--- src/rtl/nor_wb_arbiter.sv ---
// nor_wb_arbiter
// Two-master pipelined Wishbone arbiter in front of the NOR flash controller.
// Master 0 is the QSPI control FSM and master 1 is a second on-chip requester
// (scan/scrub sequencer). Whole cycles (cyc high to cyc low) are granted in
// round-robin order. Only the current owner is connected to the slave. A
// cycle that waits too long for a response is aborted, so a hung NOR
// operation cannot lock out the other master.
//
// Ports:
//   clk_i, reset_ni          clock (rising edge) and asynchronous active-low reset
//   mN_cyc/stb/we/adr/dat_i  master N request (N = 0, 1)
//   mN_ack/err/stall_o       master N responses (idle pattern: stall=1)
//   mN_dat_o                 read data; this is s_dat_i for both masters, qualified by ack
//   s_cyc/stb/we/adr/dat_o   request towards the NOR controller
//   s_ack/err/stall/dat_i    responses from the NOR controller
//   grant_o                  one-hot current owner (00 = none)
//   timeout_o                one-cycle pulse when a cycle is aborted
module nor_wb_arbiter #(
  parameter int DATABITS       = 16,
  parameter int TOBITS         = 32,
  parameter int TIMEOUT_CYCLES = 0
) (
  input  logic                clk_i,
  input  logic                reset_ni,
  input  logic                m0_cyc_i,
  input  logic                m0_stb_i,
  input  logic                m0_we_i,
  input  logic [31:0]         m0_adr_i,
  input  logic [DATABITS-1:0] m0_dat_i,
  output logic                m0_ack_o,
  output logic                m0_err_o,
  output logic                m0_stall_o,
  output logic [DATABITS-1:0] m0_dat_o,
  input  logic                m1_cyc_i,
  input  logic                m1_stb_i,
  input  logic                m1_we_i,
  input  logic [31:0]         m1_adr_i,
  input  logic [DATABITS-1:0] m1_dat_i,
  output logic                m1_ack_o,
  output logic                m1_err_o,
  output logic                m1_stall_o,
  output logic [DATABITS-1:0] m1_dat_o,
  output logic                s_cyc_o,
  output logic                s_stb_o,
  output logic                s_we_o,
  output logic [31:0]         s_adr_o,
  output logic [DATABITS-1:0] s_dat_o,
  input  logic                s_ack_i,
  input  logic                s_err_i,
  input  logic                s_stall_i,
  input  logic [DATABITS-1:0] s_dat_i,
  output logic [1:0]          grant_o,
  output logic                timeout_o
);

  typedef enum logic [1:0] {
    IDLE  = 2'd0,
    OWN0  = 2'd1,
    OWN1  = 2'd2,
    ABORT = 2'd3
  } state_t;

  localparam logic [TOBITS-1:0] TO_VAL  = TOBITS'(TIMEOUT_CYCLES);
  localparam bit                TO_EN   = (TIMEOUT_CYCLES != 0);
  localparam logic [TOBITS-1:0] CNT_MAX = '1;

  state_t            state, next_state;
  logic              last_q, next_last;        // index of the master granted most recently
  logic              abort_owner, next_abort_owner;
  logic [TOBITS-1:0] cnt, next_cnt;
  logic              owned;
  logic              own_cyc;
  logic              resp;
  logic              to_hit;

  // Read data is broadcast; a master only trusts it while its ack is high.
  assign m0_dat_o = s_dat_i;
  assign m1_dat_o = s_dat_i;

  assign owned   = (state == OWN0) || (state == OWN1);
  assign own_cyc = (state == OWN1) ? m1_cyc_i : m0_cyc_i;
  assign resp    = s_ack_i | s_err_i;
  // A slave response or the owner releasing the bus in the match cycle takes
  // priority over the abort.
  assign to_hit  = owned && TO_EN && own_cyc && !resp && (cnt == TO_VAL);

  // State, round-robin pointer, abort owner and timeout counter registers.
  always_ff @(posedge clk_i or negedge reset_ni) begin
    if (!reset_ni) begin
      state       <= IDLE;
      last_q      <= 1'b1;
      abort_owner <= 1'b0;
      cnt         <= '0;
    end else begin
      state       <= next_state;
      last_q      <= next_last;
      abort_owner <= next_abort_owner;
      cnt         <= next_cnt;
    end
  end

  // Next-state logic: arbitration, release, timeout abort and counter update.
  always_comb begin
    next_state       = state;
    next_last        = last_q;
    next_abort_owner = abort_owner;
    next_cnt         = cnt;
    case (state)
      IDLE: begin
        next_cnt = '0;
        if (m0_cyc_i && m1_cyc_i) begin
          // Both requesting: serve the one not served last.
          if (last_q) begin
            next_state = OWN0;
            next_last  = 1'b0;
          end else begin
            next_state = OWN1;
            next_last  = 1'b1;
          end
        end else if (m0_cyc_i) begin
          next_state = OWN0;
          next_last  = 1'b0;
        end else if (m1_cyc_i) begin
          next_state = OWN1;
          next_last  = 1'b1;
        end else begin
          next_state = IDLE;
        end
      end
      OWN0, OWN1: begin
        if (!own_cyc) begin
          next_state = IDLE;
          next_cnt   = '0;
        end else if (to_hit) begin
          next_state       = ABORT;
          next_abort_owner = (state == OWN1);
          next_cnt         = '0;
        end else if (resp) begin
          next_cnt = '0;
        end else if (cnt != CNT_MAX) begin
          next_cnt = cnt + TOBITS'(1);
        end else begin
          next_cnt = cnt;
        end
      end
      ABORT: begin
        next_cnt = '0;
        // Wait for the aborted master to give up its cycle.
        if (!(abort_owner ? m1_cyc_i : m0_cyc_i)) begin
          next_state = IDLE;
        end else begin
          next_state = ABORT;
        end
      end
      default: begin
        next_state = IDLE;
        next_cnt   = '0;
      end
    endcase
  end

  // Output routing: the owner is wired straight through, everyone else sees idle.
  always_comb begin
    s_cyc_o    = 1'b0;
    s_stb_o    = 1'b0;
    s_we_o     = 1'b0;
    s_adr_o    = 32'h0000_0000;
    s_dat_o    = '0;
    m0_ack_o   = 1'b0;
    m0_err_o   = 1'b0;
    m0_stall_o = 1'b1;
    m1_ack_o   = 1'b0;
    m1_err_o   = 1'b0;
    m1_stall_o = 1'b1;
    grant_o    = 2'b00;
    timeout_o  = 1'b0;
    case (state)
      OWN0: begin
        s_cyc_o    = m0_cyc_i;
        s_stb_o    = m0_stb_i;
        s_we_o     = m0_we_i;
        s_adr_o    = m0_adr_i;
        s_dat_o    = m0_dat_i;
        m0_ack_o   = s_ack_i;
        m0_err_o   = s_err_i | to_hit;
        m0_stall_o = s_stall_i;
        grant_o    = 2'b01;
        timeout_o  = to_hit;
      end
      OWN1: begin
        s_cyc_o    = m1_cyc_i;
        s_stb_o    = m1_stb_i;
        s_we_o     = m1_we_i;
        s_adr_o    = m1_adr_i;
        s_dat_o    = m1_dat_i;
        m1_ack_o   = s_ack_i;
        m1_err_o   = s_err_i | to_hit;
        m1_stall_o = s_stall_i;
        grant_o    = 2'b10;
        timeout_o  = to_hit;
      end
      default: begin
        grant_o = 2'b00;
      end
    endcase
  end

endmodule
--- config.mk ---
export PLATFORM = sky130hd
export DESIGN_NAME = nor_wb_arbiter
export DESIGN_NICKNAME = d
export VERILOG_FILES = /design/src/rtl/nor_wb_arbiter.sv
export SDC_FILE = /design/constraint.sdc
export NUM_CORES = 1
export LEC_CHECK = 0
export CORE_MARGIN = 3
export CORE_UTILIZATION = 22
export DETAILED_ROUTE_END_ITERATION = 8
export GPL_TIMING_DRIVEN = 0
export MAX_ROUTING_LAYER = met4
export PLACE_DENSITY = 0.81
export SLEW_MARGIN = 20
export SYNTH_ARGS = -nofsm -noshare
export SYNTH_HDL_FRONTEND = slang
export SYNTH_SLANG_ARGS = --single-unit
--- constraint.sdc ---
create_clock -name clk_i -period 2.13 [get_ports clk_i]
set_input_delay 0.3195 -clock clk_i [delete_from_list [all_inputs] [get_ports clk_i]]
set_output_delay 0.3195 -clock clk_i [all_outputs]
set_load 0.02 [all_outputs]
## Word-level counts from Yosys, hierarchy flattened

Cells that the tools add are included.

- Flip-flop bits (word level): 3
- Word-level logic and storage cells: 35
- Output and inout port bits: 92
- Bits of input ports: 123

- Multiplexer cells: 24
- Reductions and logical operators: 5
- Equal/unequal tests: 4

Operators by type and width:

| kind | count |
|---|---|
| 32-bit case mux with 2 select lines | 1 |
| 16-bit case mux with 2 select lines | 1 |
| 2-bit 2-to-1 mux | 6 |
| 1-bit 2-to-1 mux | 11 |
| 1-bit case mux with 2 select lines | 3 |
| 2-bit case mux with 3 select lines | 1 |
| 2-bit equality test (second input constant) | 2 |
| 2-bit case mux with 2 select lines | 1 |
| 3-bit nonzero test | 1 |
| 2-bit by 1-bit equality test with 1-bit output (second input constant) | 1 |
| 2-bit logical NOT | 1 |
| 2-bit != test (second input constant) | 1 |
| 2-bit AND reduction | 1 |
| 2-bit OR reduction | 1 |
| 1-bit logical AND | 1 |

## Logic depth before layout (Yosys ltp)

Gate-level depths: netlist of run 1.

- Depth after elaboration: 4
- Depth in mapped cells: 6
- Depth with buffers taken out: 5

## Worst setup path after synthesis of run 1

No wires, ideal clock.

- Kind: flip-flop to output port
- Start point: register state[0]
- End point: output s_adr_o[0]
- Required time: 1.811 ns
- Cell stages (with the launch flop): 5
- Arrival: 1.400 ns
- Setup slack: 0.410 ns
- Buffers on the path: 1
- Cells stage by stage: dfrtp_1 -> inv_1 -> ha_1 -> clkbuf_1 -> nor2b_1

- Longest elaborated chain between the ends: 2
- Elaborated cells between the ends (all ways): 3
- Those cells by class: eq/ne: 2; mux: 1

Ends and longest elaborated chain:

| element | line | text |
|---|---|---|
| from (decl) | 67 | `state_t state, next_state;` |
| from (signal assigned) | 95 | `state <= next_state;` |
| 2-bit equality test or 2-bit by 1-bit equality test with 1-bit output (tied branches) | 177 | `case (state)` |
| 32-bit case mux with 2 select lines * | 177 |  |
| to (decl) | 46 | `output logic [31:0] s_adr_o,` |

Every way passes the cells marked *; elsewhere a longest branch is shown, timed or not.

## Worst setup path in the final report of run 1

- Start point: register state[1]
- End point: output s_dat_o[13]

- Longest elaborated chain between the ends: 2
- Elaborated cells between the ends (all ways): 3
- Those cells by class: eq/ne: 2; mux: 1

Ends and longest elaborated chain:

| element | line | text |
|---|---|---|
| 2-bit equality test or 2-bit by 1-bit equality test with 1-bit output (tied branches) | 177 |  |
| 16-bit case mux with 2 select lines * | 177 |  |
| to (decl) | 47 | `output logic [DATABITS-1:0] s_dat_o,` |

Marked as above.

==> results of run 1 <==
-- state kept, by name (all words and copies together), names as in the netlist --
| name | count |
|---|---|
| last_q | 1 |
| state | 2 |
-- worst max-delay path, cell delays in order, from the launching register on --
cell	delay, ps
sky130_fd_sc_hd__dfrtp_1	390
sky130_fd_sc_hd__buf_4	150
sky130_fd_sc_hd__ha_1	180
sky130_fd_sc_hd__buf_6	150
sky130_fd_sc_hd__buf_6	150
sky130_fd_sc_hd__a22oi_1	170
sky130_fd_sc_hd__nor2b_1	60
sky130_fd_sc_hd__clkdlybuf4s15_2	250
-- per-stage QoR --
step                hold slack (ps)  instances  setup TNS [ps]  setup WS (ps)  instance area [µm²]
floorplan                      23.9        181               0            410                 1320
global placement                511        450          -14440           -377                 3380
detailed placement              514        450          -15700           -418                 3380
CTS                             279        458               0           3.07                 3530
global route                    282        461               0          0.742                 3390
finish                          281        461               0           85.4                 3390
-- power by group through the flow --
stage / Clock [mW] / Sequential [mW] / Combinational [mW]
after floorplan: 0 / 0.108 / 1.50
after global placement: 0 / 0.112 / 2.56
after detailed placement: 0 / 0.114 / 2.59
after CTS: 0.176 / 0.111 / 2.64
after global routing: 0.186 / 0.113 / 2.79
final: 0.170 / 0.111 / 2.58
-- logic make-up (layout without fill, tap and decap cells) --
| kind of cell | Yosys count | in the layout | share of synthesized area, % |
|---|---|---|---|
| other | 1 | 1 | 0.284 |
| adders and majority gates | 6 | 6 | 5.69 |
| DFF | 3 | 3 | 5.78 |
| muxes | 3 | 3 | 3.03 |
| buffers and inverters | 52 | 260 | 25.8 |
| AOI/OAI and AO/OA | 55 | 55 | 30.9 |
| and+or+nand+nor | 61 | 61 | 28.5 |
-- cells in the final DEF, fill, tap and decap left out, drive strengths merged --
cell type / netlist / layout
clkdlybuf4s50: 0 / 140
buf: 45 / 74
nor2b: 51 / 51
a22oi: 51 / 51
clkbuf: 5 / 22
clkdlybuf4s15: 0 / 13
dlygate4sd2: 0 / 9
ha: 6 / 6
and2: 5 / 5
nand2: 3 / 3
inv: 2 / 2
nand2b: 2 / 2
a21oi: 2 / 2
mux2: 2 / 2
dfrtp: 2 / 2
o221ai: 1 / 1
mux2i: 1 / 1
o22ai: 1 / 1
conb: 1 / 1
dfstp: 1 / 1
-- area by class of cell --
cell class              count  area share [%]
inverters                   2           0.222
repair buffers            204            54.9
well taps                  72            2.66
multi-input cells         126            27.3
plain buffers              50            11.3
clock buffers               4            1.33
flip-flops and latches      3            2.25
-- repair_timing --
action                                  in CTS  in global routing
endpoints found under the setup margin      57                 51
resized for setup                          155                 49
setup buffers                                4                  3
-- layer usage --
metal / GRT usage, % / wire length, µm
met4: 5.56 / 158
met2: 36.2 / 3750
met5: - / 0
met3: 2.96 / 460
met1: 21.4 / 2720
-- worst max-delay path by stage --
stage | startpoint | to | slack, ps | cells after the start
after floorplan | state[0]$_DFFE_PN0P_ | s_adr_o[0] | 410 | 4
after global placement | state[0]$_DFFE_PN0P_ | s_dat_o[15] | -380 | 5
after detailed placement | state[0]$_DFFE_PN0P_ | s_dat_o[15] | -420 | 5
after CTS | state[0]$_DFFE_PN0P_ | s_dat_o[11] | 3 | 7
after global routing | state[0]$_DFFE_PN0P_ | m1_ack_o | 0.7 | 6
final | state[1]$_DFFE_PN0P_ | s_dat_o[13] | 90 | 7
==> reports/results.txt, run 1 <==
For this run, the detailed router's first-pass iteration total came to 4. The flow ran to the end, and the final reports show no timing, DRC or antenna violations. Area of combinational cells with multiple inputs: 926 µm². The initial core utilization was 23.4%; the final total power was 2.86 mW. The number of DRC violations after detailed-routing iteration 0 is 55, and the share of total power in combinational logic is 90.2%. The placed wire-length estimate is 5870 µm, and the async set-or-reset flop fraction in the synthesized netlist is 100%. The H-tree level count came out at 1. Per report_power, the sequential group accounts for 3.9% of the total. The largest total area in the synthesized netlist belongs to sky130_fd_sc_hd__a22oi_1. In this run the critical register-to-register path is captured at state[1]$_DFFE_PN0P_.

Each instance of the synthesized netlist takes up on average 7.29 µm². The tools report the fill cell total of the finished layout as 530. The startpoint identified for the worst register-to-register timing path is state[0]$_DFFE_PN0P_.

The min-delay analysis places its worst path in the category in2async. The number of synthesized flops with an enable pin came out at 0. Buffers placed on the I/O ports in this run total 197. The number of cells on the worst reg-to-reg path works out to 6. The tools report the buffer type at the clock tree root as sky130_fd_sc_hd__clkbuf_8.

Clock network fraction of total power: 5.9%. The antenna diode count is 0, and the share of the clock period used by the worst path after layout is 96.0%. The worst setup path is launched from a flop. The share of the core filled with cells was 60.1%. STA classifies the critical path endpoint as a primary output.

The proportion of netlist area held by the largest area contributor was 29.0%; the via density per instance was 4.53. Summed over all nets, the switching power comes to 1.37 mW. For the total vias in the final route, the log shows 2088. Wires add up to 7090 µm.

Across every metal layer, demand over resource in global routing totals 19.5%. The logs give 11 for the pin count of the biggest net entering global routing and 0.453 mV for the maximum vdd ir drop. In the final layout, the share of cells above drive strength 1 is 30.1%.

The floorplan step defined a core boundary enclosing 5640 µm². The average wire length per cell after detail routing was 15.4 µm; the timing-limited maximum frequency was 489 MHz. The area used by sequential logic in the layout was 76.3 µm². The clock passes through at most 2 buffers.

TritonCTS built the clock tree. Sorting the synthesized cells by area gives the leading types as sky130_fd_sc_hd__a22oi_1, sky130_fd_sc_hd__nor2b_1, sky130_fd_sc_hd__buf_4. The die is 83.5 µm tall. The number of placed I/O pins was 215.

Clock latency on the worst-skew pair, taken at its later pin, is 220 ps. The logs give 0 for the total count of hold-check failures in the final report and 0 for the residual DRC count. At the end of routability-driven placement, the weighted congestion stood at 0.845.

For the worst setup slack for register-to-register paths, the log shows 450 ps. In this run the static leakage power is 1.44 nW. For this run, the number of Yosys warnings is 0. Setup violations remaining at the end of the flow were counted as 0. The area growth from synthesis to layout came out at 157%. Between clock sinks in the finished design, the worst skew comes to 3.38 ps. In the synthesized netlist, the number of instances is 181.

For this run the aggregate overflow at the end of global routing stands at 0. Among all flip-flop cells after synthesis, the most frequent one is sky130_fd_sc_hd__dfrtp_1. The max-slew violation count is 0, and the time the worst path needs with I/O delays and setup is 2040 ps. The tools report the initial antenna violation count as 0. Ranked by instance count, the synthesized netlist is headed by sky130_fd_sc_hd__a22oi_1, sky130_fd_sc_hd__nor2b_1, sky130_fd_sc_hd__buf_4. In this run the remaining antenna-violating nets after routing total 0. After the last flow step, the layout net total stands at 519. The tools report the number of global-route vias before repair as 2185. Net switching is 47.8% of the power.

Maximum fanout count along the critical path: 10. Internal power comes to 1.49 mW. The tool flagged a number of max-cap violations equal to 0.

The run gives 3 as the number of buffers inserted during clock tree synthesis. Count of state elements after synthesis: 3. For the part of the Yosys area used for sequential elements, the log shows 5.78%. Setup repair after global routing left no endpoint under its margin. Critical path class: reg2out. Counting every net in the synthesized netlist gives 310. Number of sinks driven by the clock tree: 3. The first global-routing pass estimated 11000 µm of wire.

Power spread over the standard cell area amounts to 843 nW/µm². Buffers inserted to repair hold after CTS numbered 0. The tools report the required time at the endpoint of the critical path as 1810 ps. The netlist area before placement was 1320 µm²; the row count was 27. The number of different library cells used by synthesis comes to 20.

Data arrival time of the worst path: 1730 ps. The die covers 6970 µm². Measured along the x axis, the die boundary spans 83.5 µm. After clock tree synthesis, the clock-pin slew on the worst setup and hold paths is 30 ps.
Power figures use the tool's default switching activity.
==> run 2, diff against run 1 <==
- CORE_AREA: not set -> 3 3 83 85
- CORE_MARGIN: 3 -> not set
- CORE_UTILIZATION: 22 -> not set
- DIE_AREA: not set -> 0 0 86 88
- PLACE_DENSITY: 0.81 -> 0.78
- clock period: 2.13 -> 2.5 ns (I/O delays scaled with it)
==> run 2 against run 1 <==
  * Via count decreased by 1.6%
  * First-iteration DRC count is 47% lower
  * Cell area is 5.1% higher
  * Global-route usage decreased by 4.0 points
  * Flip-flop and latch count did not move
  * Wire length shrank 7.6%
  * Critical path type unchanged
  * Final cell count down 0.43%
  * Worst hold slack improved by 74 ps
  * Combinational power shrank 16%
  * Count of clock-buffer cells in the layout unchanged
==> reports/results.txt, run 2 (synthesis results as in run 1) <==
The run finished with clean final reports. Worst min-delay path category: in2async (unchanged). The leakage power summed over all cells came out at 2.12 nW (was 1.44 nW). Number of sinks driven by the clock tree: 3 (unchanged).

The area of the core region is 6280 µm² (was 5640 µm²). The number of port buffers was 197 (unchanged). The largest clock skew in the final design was 0.594 ps (was 3.38 ps).

The maximum vdd ir drop was 0.529 mV (was 0.453 mV). The run gives 0 (unchanged) as the total count of hold-check failures in the final report. The logs give 0 (unchanged) for the antenna diode count and 1.12 mW (was 1.37 mW) for the reported net switching power. Capturing point of the worst reg2reg path: state[1]$_DFFE_PN0P_ (unchanged).

Clock transition at the register clock pins on the worst setup and hold paths after CTS: 30 ps (about the same). The register with the most flip-flops is state (unchanged). The number of optimization iterations in the first detailed-route pass came out at 4 (unchanged). The buffer type at the clock tree root was sky130_fd_sc_hd__clkbuf_8 (unchanged).

The flip-flop count of the largest register, all copies and words added was 2 (unchanged). The tools report the number of buffers inserted during clock tree synthesis as 3 (unchanged). The timing-limited maximum frequency is 423 MHz, and the layout net count is 512 (was 519). The share of the clock period used by the worst path after layout works out to 94.5%. For the number of placed I/O pins, the log shows 215 (unchanged). The internal power came out at 1.28 mW (was 1.49 mW). The via density per instance was 4.48 (was 4.53); the share of cells above drive strength 1 was 15.2% (was 30.1%). Critical register-to-register path startpoint: state[0]$_DFFE_PN0P_ (unchanged). Latest clock arrival within the worst-skew pair: 220 ps (about the same).

The number of global-route vias before repair came out at 2021 (was 2185). Row count: 29 (was 27). The share of total power in combinational logic is 90.0% (was 90.2%). The run gives 0 (unchanged) as the aggregate global routing overflow.

The tools report the required time at the endpoint of the critical path as 2120 ps (was 1810 ps). The launching element of the worst setup path was state[1]$_DFFE_PN0P_ (unchanged). The portion of total power attributed to sequential cells was 4.1% (was 3.9%); the buffers inserted during post-CTS setup optimization was 0 (was 4). The tools report the overall die area as 7570 µm² (was 6970 µm²). Largest registers: state (2), last_q (1) (unchanged). The total vias in the final route was 2055 (was 2088); the total power divided by cell area was 673 nW/µm² (was 843 nW/µm²). Top library cells by usage in the layout, fill and taps aside: sky130_fd_sc_hd__clkdlybuf4s50_1, sky130_fd_sc_hd__a22oi_1, sky130_fd_sc_hd__nor2b_1, sky130_fd_sc_hd__dlymetal6s2s_1, sky130_fd_sc_hd__buf_4 (was sky130_fd_sc_hd__clkdlybuf4s50_1, sky130_fd_sc_hd__nor2b_1, sky130_fd_sc_hd__buf_4, sky130_fd_sc_hd__a22oi_1, sky130_fd_sc_hd__buf_2). Y dimension of the die: 88 µm (was 83.5 µm). The overall global routing resource usage is 15.5% (was 19.5%), and the placed wire-length estimate is 5570 µm (was 5870 µm). The die extent in x is 86 µm (was 83.5 µm), and the area growth from synthesis to layout is 170% (was 157%).

The maximum fanout count along the critical path works out to 10 (unchanged). The tools report the max-slew violation count as 0 (unchanged). For the H-tree level count, the log shows 1 (unchanged). The deepest clock path buffer count came out at 2 (unchanged). Endpoint kind of the worst setup timing path: a primary output (unchanged).

The leading cell type in the layout, fill and taps excluded is sky130_fd_sc_hd__clkdlybuf4s50_1 (unchanged). The number of cells on the worst reg-to-reg path is 6 (unchanged), and the max capacitance violation total is 0 (unchanged). Average wire length per cell after detail routing: 14.3 µm (was 15.4 µm). Initial antenna violation count: 0 (unchanged). Setup repair after global routing left no endpoint under its margin.

The post-place instance area was 3390 µm² (was 3380 µm²); the final count of negative-setup-slack endpoints was 0 (unchanged). The worst setup slack for register-to-register paths came out at 790 ps (was 450 ps). The logs give 0 (unchanged) for the number of hold-repair buffers added at the cts stage and 0 (unchanged) for the residual DRC count. The data arrival time of the worst path was 1990 ps (was 1730 ps); the pin count of the biggest net entering global routing was 11 (unchanged). The logs give 0.763 (was 0.845) for the weighted congestion reported at the end of routability-driven placement and 56.7% (was 60.1%) for the share of the core filled with cells. TritonCTS built the clock tree.

The tools report the finished layout cell area as 3560 µm² (was 3390 µm²). The number of DRC violations after detailed-routing iteration 0 is 29 (was 55). Clock network fraction of total power: 5.9% (about the same).

The critical path class was reg2out (unchanged). The switching share of power was 46.7% (was 47.8%); the initial core utilization was 21.0% (was 23.4%). The logs give 6550 µm (was 7090 µm) for the aggregate routed wire length and 0 (unchanged) for the count of nets left with antenna violations after detail routing. The tools report the kind of start point of the critical path as a flop (unchanged). The time the worst path needs with I/O delays and setup came out at 2360 ps. The global-route wire length before repair is 9390 µm (was 11000 µm).
run 2: cell count changes in the layout (fill, tap and decap cells not counted), moves of 2 or more:
cell	delta
sky130_fd_sc_hd__buf_6	-4
sky130_fd_sc_hd__inv_1	+2
sky130_fd_sc_hd__a22oi_1	+2
sky130_fd_sc_hd__dlymetal6s2s_1	+44
sky130_fd_sc_hd__buf_4	-16
sky130_fd_sc_hd__a22oi_2	-2
sky130_fd_sc_hd__inv_2	-2
sky130_fd_sc_hd__clkdlybuf4s15_2	-13
sky130_fd_sc_hd__clkbuf_2	-13
sky130_fd_sc_hd__clkdlybuf4s50_1	+3
sky130_fd_sc_hd__clkbuf_4	+7
sky130_fd_sc_hd__buf_2	-16
run 2: what timing repair did:
action                     4_1_cts  5_1_grt
gates cloned                     0        0
setup endpoints to repair       52       45
resized for setup               17       51
run 2: cell type report:
type	instances	area, µm²
Inverter	2	7.51
Clock buffer	4	45.0
Multi-Input combinational cell	126	906
Tap cell	77	96.3
Sequential cell	3	76.3
Timing Repair Buffer	197	2070
Buffer	50	359
Fill cell	585	2720
run 2: metal layers:
metal	wire [µm]	GRT usage [%]	vias up
met3	648	3.10	8
met2	3520	29.0	119
met1	2310	16.8	921
met4	66	3.17	0
met5	0	-	-
li1	-	-	1007
run 2: worst max-delay path, stage by stage (launching register included):
cell and delay [ps]:
sky130_fd_sc_hd__dfrtp_1 410, sky130_fd_sc_hd__inv_1 110, sky130_fd_sc_hd__ha_1 190, sky130_fd_sc_hd__clkbuf_4 190, sky130_fd_sc_hd__clkbuf_4 200, sky130_fd_sc_hd__nand2b_1 80
sky130_fd_sc_hd__clkdlybuf4s50_1 600
run 2: per-stage QoR:
stage | cells | setup WS (ps) | setup TNS (ps) | total power [mW] | hold WS (ps)
after floorplan | 181 | 725 | 0 | 1.37 | 79.4
after global placement | 455 | -54.3 | -399 | 2.28 | 514
after detailed placement | 455 | -72.2 | -749 | 2.31 | 540
after CTS | 459 | -153 | -4720 | 2.45 | 358
after global routing | 459 | 27.2 | 0 | 2.57 | 358
final | 459 | 138 | 0 | 2.39 | 355
run 2: power by group through the flow:
stage	Sequential (mW)	Clock [mW]	Combinational, mW
after floorplan	0.0920	0	1.28
after global placement	0.0946	0	2.19
after detailed placement	0.0995	0	2.21
after CTS	0.0989	0.142	2.21
after global routing	0.103	0.144	2.33
final	0.0991	0.140	2.16
run 2: worst max-delay path by stage:
| stage | slack [ps] | cells past startpoint | end |
|---|---|---|---|
| finish | 140 | 6 | m0_stall_o |
| global placement | -50 | 5 | s_cyc_o |
| floorplan | 720 | 4 | s_adr_o[0] |
| CTS | -150 | 7 | s_adr_o[18] |
| detailed placement | -70 | 5 | s_dat_o[2] |
| global route | 30 | 6 | m0_stall_o |
